$ cat config.mk
export PLATFORM = sky130hd
export DESIGN_NAME = vga_seq_ctrl
export DESIGN_NICKNAME = d
export VERILOG_FILES = /design/src/rtl/vga_seq_ctrl.sv
export SDC_FILE = /design/constraint.sdc
export NUM_CORES = 1
export LEC_CHECK = 0
export BUFFER_PORTS_ARGS = -buffer_cell sky130_fd_sc_hd__buf_4
export CORE_MARGIN = 3
export CORE_UTILIZATION = 58
export DETAILED_ROUTE_END_ITERATION = 10
export GPL_TIMING_DRIVEN = 0
export PLACE_DENSITY = 0.9
export SLEW_MARGIN = 10
export SYNTH_ARGS = -nofsm -noshare
export SYNTH_HDL_FRONTEND = slang
export SYNTH_SLANG_ARGS = --single-unit
$ cat constraint.sdc
create_clock -name clk -period 3.4 [get_ports clk]
set_input_delay 0.51 -clock clk [delete_from_list [all_inputs] [get_ports clk]]
set_output_delay 0.51 -clock clk [all_outputs]
set_load 0.01 [all_outputs]
$ cat src/rtl/vga_seq_ctrl.sv
// ============================================================================
// vga_seq_ctrl
// ----------------------------------------------------------------------------
// Reset/enable sequencer for the VGA driver datapath.
//
// This block turns the board-level asynchronous reset into a timed sequence
// for the timing generator and pixel pipeline:
//   1. a registered reset-hold phase (drv_rst high), then
//   2. an enable-delay phase (both low), then
//   3. the run phase (drv_en high).
// While running it accepts run-time start, stop and soft-reset requests.
// In the frame-sync build it can also hold the enable until the end of the
// current frame.
//
// Build option:
//   VGA_SEQ_FRAME_SYNC_EN
//     - defined:   stop_req in S_RUN enters S_STOP. drv_en then holds until
//                  frame_end, so the last frame is always completed.
//     - undefined: stop_req in S_RUN goes straight to S_IDLE, S_STOP is never
//                  entered and frame_end is ignored.
//
// Parameters:
//   HOLD_CYCLES : edges drv_rst stays high after reset release or soft reset
//                 (>= 1)
//   EN_DELAY    : edges between drv_rst falling and drv_en rising (>= 1)
//   CNT_W       : internal counter width; HOLD_CYCLES and EN_DELAY must both
//                 be <= 2**CNT_W
//
// Ports:
//   clk           in   system clock, rising edge
//   rst           in   asynchronous active-high reset
//   soft_rst_req  in   single-cycle pulse; restarts the full sequence from
//                      any state
//   start_req     in   single-cycle pulse; leaves S_IDLE for S_WAIT
//   stop_req      in   single-cycle pulse; requests disable
//   frame_end     in   single-cycle pulse at the last pixel of a frame
//   drv_rst       out  registered active-high reset to the driver
//   drv_en        out  registered enable to the driver
//   busy          out  high in S_RST, S_WAIT and S_STOP
//   state         out  current state code
//                      (0 RST, 1 WAIT, 2 RUN, 3 STOP, 4 IDLE)
// ============================================================================
module vga_seq_ctrl #(
    parameter int HOLD_CYCLES = 5,
    parameter int EN_DELAY    = 5,
    parameter int CNT_W       = 8
) (
    input  logic       clk,
    input  logic       rst,
    input  logic       soft_rst_req,
    input  logic       start_req,
    input  logic       stop_req,
    input  logic       frame_end,
    output logic       drv_rst,
    output logic       drv_en,
    output logic       busy,
    output logic [2:0] state
);

    typedef enum logic [2:0] {
        S_RST  = 3'd0,
        S_WAIT = 3'd1,
        S_RUN  = 3'd2,
        S_STOP = 3'd3,
        S_IDLE = 3'd4
    } state_t;

    // Terminal counts. The counter starts at 0, so a phase of N edges ends
    // when the counter equals N-1.
    localparam logic [CNT_W-1:0] HOLD_LAST = CNT_W'(HOLD_CYCLES - 1);
    localparam logic [CNT_W-1:0] EN_LAST   = CNT_W'(EN_DELAY - 1);

    state_t           state_q;
    state_t           state_d;
    logic [CNT_W-1:0] cnt_q;
    logic [CNT_W-1:0] cnt_d;
    logic [CNT_W-1:0] cnt_inc;
    logic             drv_rst_q;
    logic             drv_rst_d;
    logic             drv_en_q;
    logic             drv_en_d;
    logic             busy_q;
    logic             busy_d;

    // Saturating increment. The counter holds at all-ones instead of
    // wrapping back to zero.
    assign cnt_inc = (&cnt_q) ? cnt_q : cnt_q + 1'b1;

    // ------------------------------------------------------------------------
    // Next-state logic.
    // soft_rst_req is applied last so that it overrides every other decision.
    // Within a state, stop_req is checked before the counter terminal count
    // and before start_req.
    // ------------------------------------------------------------------------
    always_comb begin
        state_d = state_q;
        cnt_d   = cnt_q;

        case (state_q)
            S_RST: begin
                if (cnt_q == HOLD_LAST) begin
                    state_d = S_WAIT;
                    cnt_d   = '0;
                end else begin
                    cnt_d = cnt_inc;
                end
            end

            S_WAIT: begin
                if (stop_req) begin
                    state_d = S_IDLE;
                    cnt_d   = '0;
                end else if (cnt_q == EN_LAST) begin
                    state_d = S_RUN;
                    cnt_d   = '0;
                end else begin
                    cnt_d = cnt_inc;
                end
            end

            S_RUN: begin
                if (stop_req) begin
`ifdef VGA_SEQ_FRAME_SYNC_EN
                    // If the frame is already ending in this cycle there is
                    // nothing left to wait for, so go straight to idle.
                    state_d = frame_end ? S_IDLE : S_STOP;
`else
                    state_d = S_IDLE;
`endif
                end
            end

            S_STOP: begin
`ifdef VGA_SEQ_FRAME_SYNC_EN
                if (frame_end) begin
                    state_d = S_IDLE;
                end
`else
                // This state cannot be reached in this build. If it is ever
                // entered, fall back to idle.
                state_d = S_IDLE;
`endif
            end

            S_IDLE: begin
                // Restart goes through the enable delay only. The driver is
                // not reset again.
                if (start_req) begin
                    state_d = S_WAIT;
                    cnt_d   = '0;
                end
            end

            default: begin
                state_d = S_RST;
                cnt_d   = '0;
            end
        endcase

        if (soft_rst_req) begin
            state_d = S_RST;
            cnt_d   = '0;
        end
    end

`ifndef VGA_SEQ_FRAME_SYNC_EN
    // frame_end has no function without frame sync. It is tied off here so
    // the port still has a load.
    logic frame_end_unused;
    assign frame_end_unused = frame_end;
`endif

    // Outputs are decoded from the next state, so each one changes on the
    // same edge as the state register.
    always_comb begin
        drv_rst_d = (state_d == S_RST);
        drv_en_d  = (state_d == S_RUN) || (state_d == S_STOP);
        busy_d    = (state_d == S_RST) || (state_d == S_WAIT) ||
                    (state_d == S_STOP);
    end

    // ------------------------------------------------------------------------
    // State, counter and output registers.
    // rst forces the reset values at once, with no dependence on clk.
    // ------------------------------------------------------------------------
    always_ff @(posedge clk or posedge rst) begin
        if (rst) begin
            state_q   <= S_RST;
            cnt_q     <= '0;
            drv_rst_q <= 1'b1;
            drv_en_q  <= 1'b0;
            busy_q    <= 1'b1;
        end else begin
            state_q   <= state_d;
            cnt_q     <= cnt_d;
            drv_rst_q <= drv_rst_d;
            drv_en_q  <= drv_en_d;
            busy_q    <= busy_d;
        end
    end

    assign drv_rst = drv_rst_q;
    assign drv_en  = drv_en_q;
    assign busy    = busy_q;
    assign state   = state_q;

endmodule
==> reports/metrics.cfg <==
[critical_path]
rrSetupSlack_ns=1.62
cp.required_ns=3.60
timing.rr.start=cnt_q[0]$_DFFE_PP0P_
worst-path-max-fanout=10
critPathBufInv=2
crit_path_top_delay_cell=dfrtp_1
crit_type=reg -> reg
slowest_delay_ns=0.39
crit_path_start_kind=flip-flop
cp_top_family=compound AO/OA/AOI/OAI gates
r2r_cells=7
r2r-end=cnt_q[4]$_DFFE_PP0P_
arrival_ns=1.98
crit_chain=inv_1 -> ha_1 -> and4bb_1 -> a221oi_4 -> buf_6 -> o21ai_1 -> a21oi_1
setup.worst_path.end_class=flip-flop

[die]
ios=12
initial_core_util=0.671
fp.dieH_um=43.3
core_area_um2=1200
die_w_um=43.3
die_area_um2=1870
rows=12

[timing]
fmax_ghz=0.562
finalSetupViolations=0
hold_viol_final=0
finalClockSkew_ns=0.0112
slew_viol_final=0
tns_ns=0
worst_slew_pin_slew_ns=0.534
rsz0062_at_grt=false
whs_ns=0.266
relSlewSlack=0.644
period_share=0.523
finalCriticalPeriod_ns=1.78

[final_layout]
final_nets=108
final_cell_mix=dfrtp_1, a21oi_1, buf_4, nand2_1, o21ai_1
area_growth_pct=14.8
register_area_um2=353
instances_no_fill=113
drive_above_1_share=0.202
design_area_um2=925
antenna_cells=0
multi_input_area_um2=427
fillers=89
final_common_cell=dfrtp_1

[yosys]
yosys_warnings=0
synth_nets=93
yosysTopAreaCellShare=0.373
synth_area_leaders=dfrtp_1, a21oi_1, dfstp_2
synth_edf_count=0
synth_cells=85
synth_top_area_cell=dfrtp_1
avgSynthCellArea_um2=9.48
synth_area_um2=806
synthArstFlopShare=1.00
seq_area_frac_synth=0.438
ys_types=30
ys_ff_latch=14
synth_ff_type=dfrtp_1

[detailed_routing]
drt.antenna.violating_nets=0
viasPerCell=6.58
wl_mm=1.84
vias=744
drt_iter0_markers=41
dr.pass1.iters=4
drcViolationCount=0
wl_per_cell_um=16.3

[cts]
clkLatencyLatePin_ns=0.28
cts_setup_buffers=0
cts.sinks=14
cts_resized=0
cts_root_buffer=clkbuf_4
numCtsBuffers=3
cts_max_level=1
cts.path.max_buffers=2
cts_tree=yes
cts.reportedPaths.clkPinSlew_ns=0.09
ctsHoldBuffers=0

[place]
dp.cells=109
place.gp.congestion=0.937
placed_cell_area_um2=898
dp_hpwl_mm=1.33
portBuffers=10

[min_path]
hold_path_class=in -> async

[grt]
grt_overflow=0
grt.total_usage=0.223
grt_first_pass_wirelength_mm=3.23
grt_pass1_vias=686
antenna_found_initial=0
grt_max_degree=15

[job]
max_cap_viol_count=0

[power]
peakVddDrop_v=0.000299
leakage_nw=0.394
power_uw=325
power_density_nw_per_um2=352

[status]
status=finished, final reports clean

==> logic make-up after synthesis <==
group,Yosys count,share of synthesized area
flip-flops,14,0.438
AO/OA/AOI/OAI,31,0.247
AND/OR/NAND/NOR,33,0.252
buffers and inverters,5,0.0326
adder cells (fa/ha/maj),2,0.0311
==> metrics by stage <==
stage | util | setup WS (ns)
floorplan | - | 1.80
global placement | 0.748 | 1.59
detailed placement | 0.748 | 1.54
CTS | 0.770 | 1.62
global route | 0.770 | 1.50
finish | 0.770 | 1.62
==> Yosys cell counts, types with 3 or more instances <==
cell type  number
o21ai_1         7
nand3_1         4
nand2_1         8
dfrtp_1        12
a21oi_1        11
and3_1          5
nor2_1          4
o21ai_0         3
inv_1           3
==> how the worst max path moves through the flow <==
| stage | start | to | slack [ns] | cells past startpoint |
|---|---|---|---|---|
| 4_1_cts | cnt_q[0]$_DFFE_PP0P_ | cnt_q[4]$_DFFE_PP0P_ | 1.62 | 7 |
| 3_3_place_gp | soft_rst_req | cnt_q[6]$_DFFE_PP0P_ | 1.59 | 6 |
| 5_1_grt | cnt_q[0]$_DFFE_PP0P_ | cnt_q[6]$_DFFE_PP0P_ | 1.50 | 7 |
| 3_5_place_dp | soft_rst_req | cnt_q[4]$_DFFE_PP0P_ | 1.54 | 6 |
| 2_1_floorplan | state[0]$_DFF_PP0_ | cnt_q[6]$_DFFE_PP0P_ | 1.80 | 4 |
| 6_report | cnt_q[0]$_DFFE_PP0P_ | cnt_q[4]$_DFFE_PP0P_ | 1.62 | 7 |
==> where the power goes <==
group | switching [mW] | internal, mW | total, mW
Combinational | 0.0268 | 0.0205 | 0.0473
Clock | 0.0517 | 0.0454 | 0.0971
Sequential | 0.00718 | 0.173 | 0.181
Total | 0.0857 | 0.239 | 0.325
==> registers in the layout (all words and copies together) (netlist names) <==
| name | cells |
|---|---|
| state | 3 |
| busy | 1 |
| drv_rst | 1 |
| drv_en | 1 |
| cnt_q | 8 |
==> cell type report <==
class                   instances  share of cell area
plain buffers                   2              0.0162
clock buffers                   4              0.0284
inverters                       3              0.0122
multi-input cells              66               0.461
flip-flops and latches         14               0.382
well taps                      14              0.0189
repair buffers                 10              0.0812
==> metal layers <==
layer  GRT usage  routed length (um)  vias to the layer above
met5           0                   0                        -
met4      0.0361                   8                        0
met3      0.0254                 128                        2
met2       0.333                 851                       41
met1       0.347                 851                      349
li1            -                   -                      352
No activity file was read; power rests on OpenSTA's default activity.
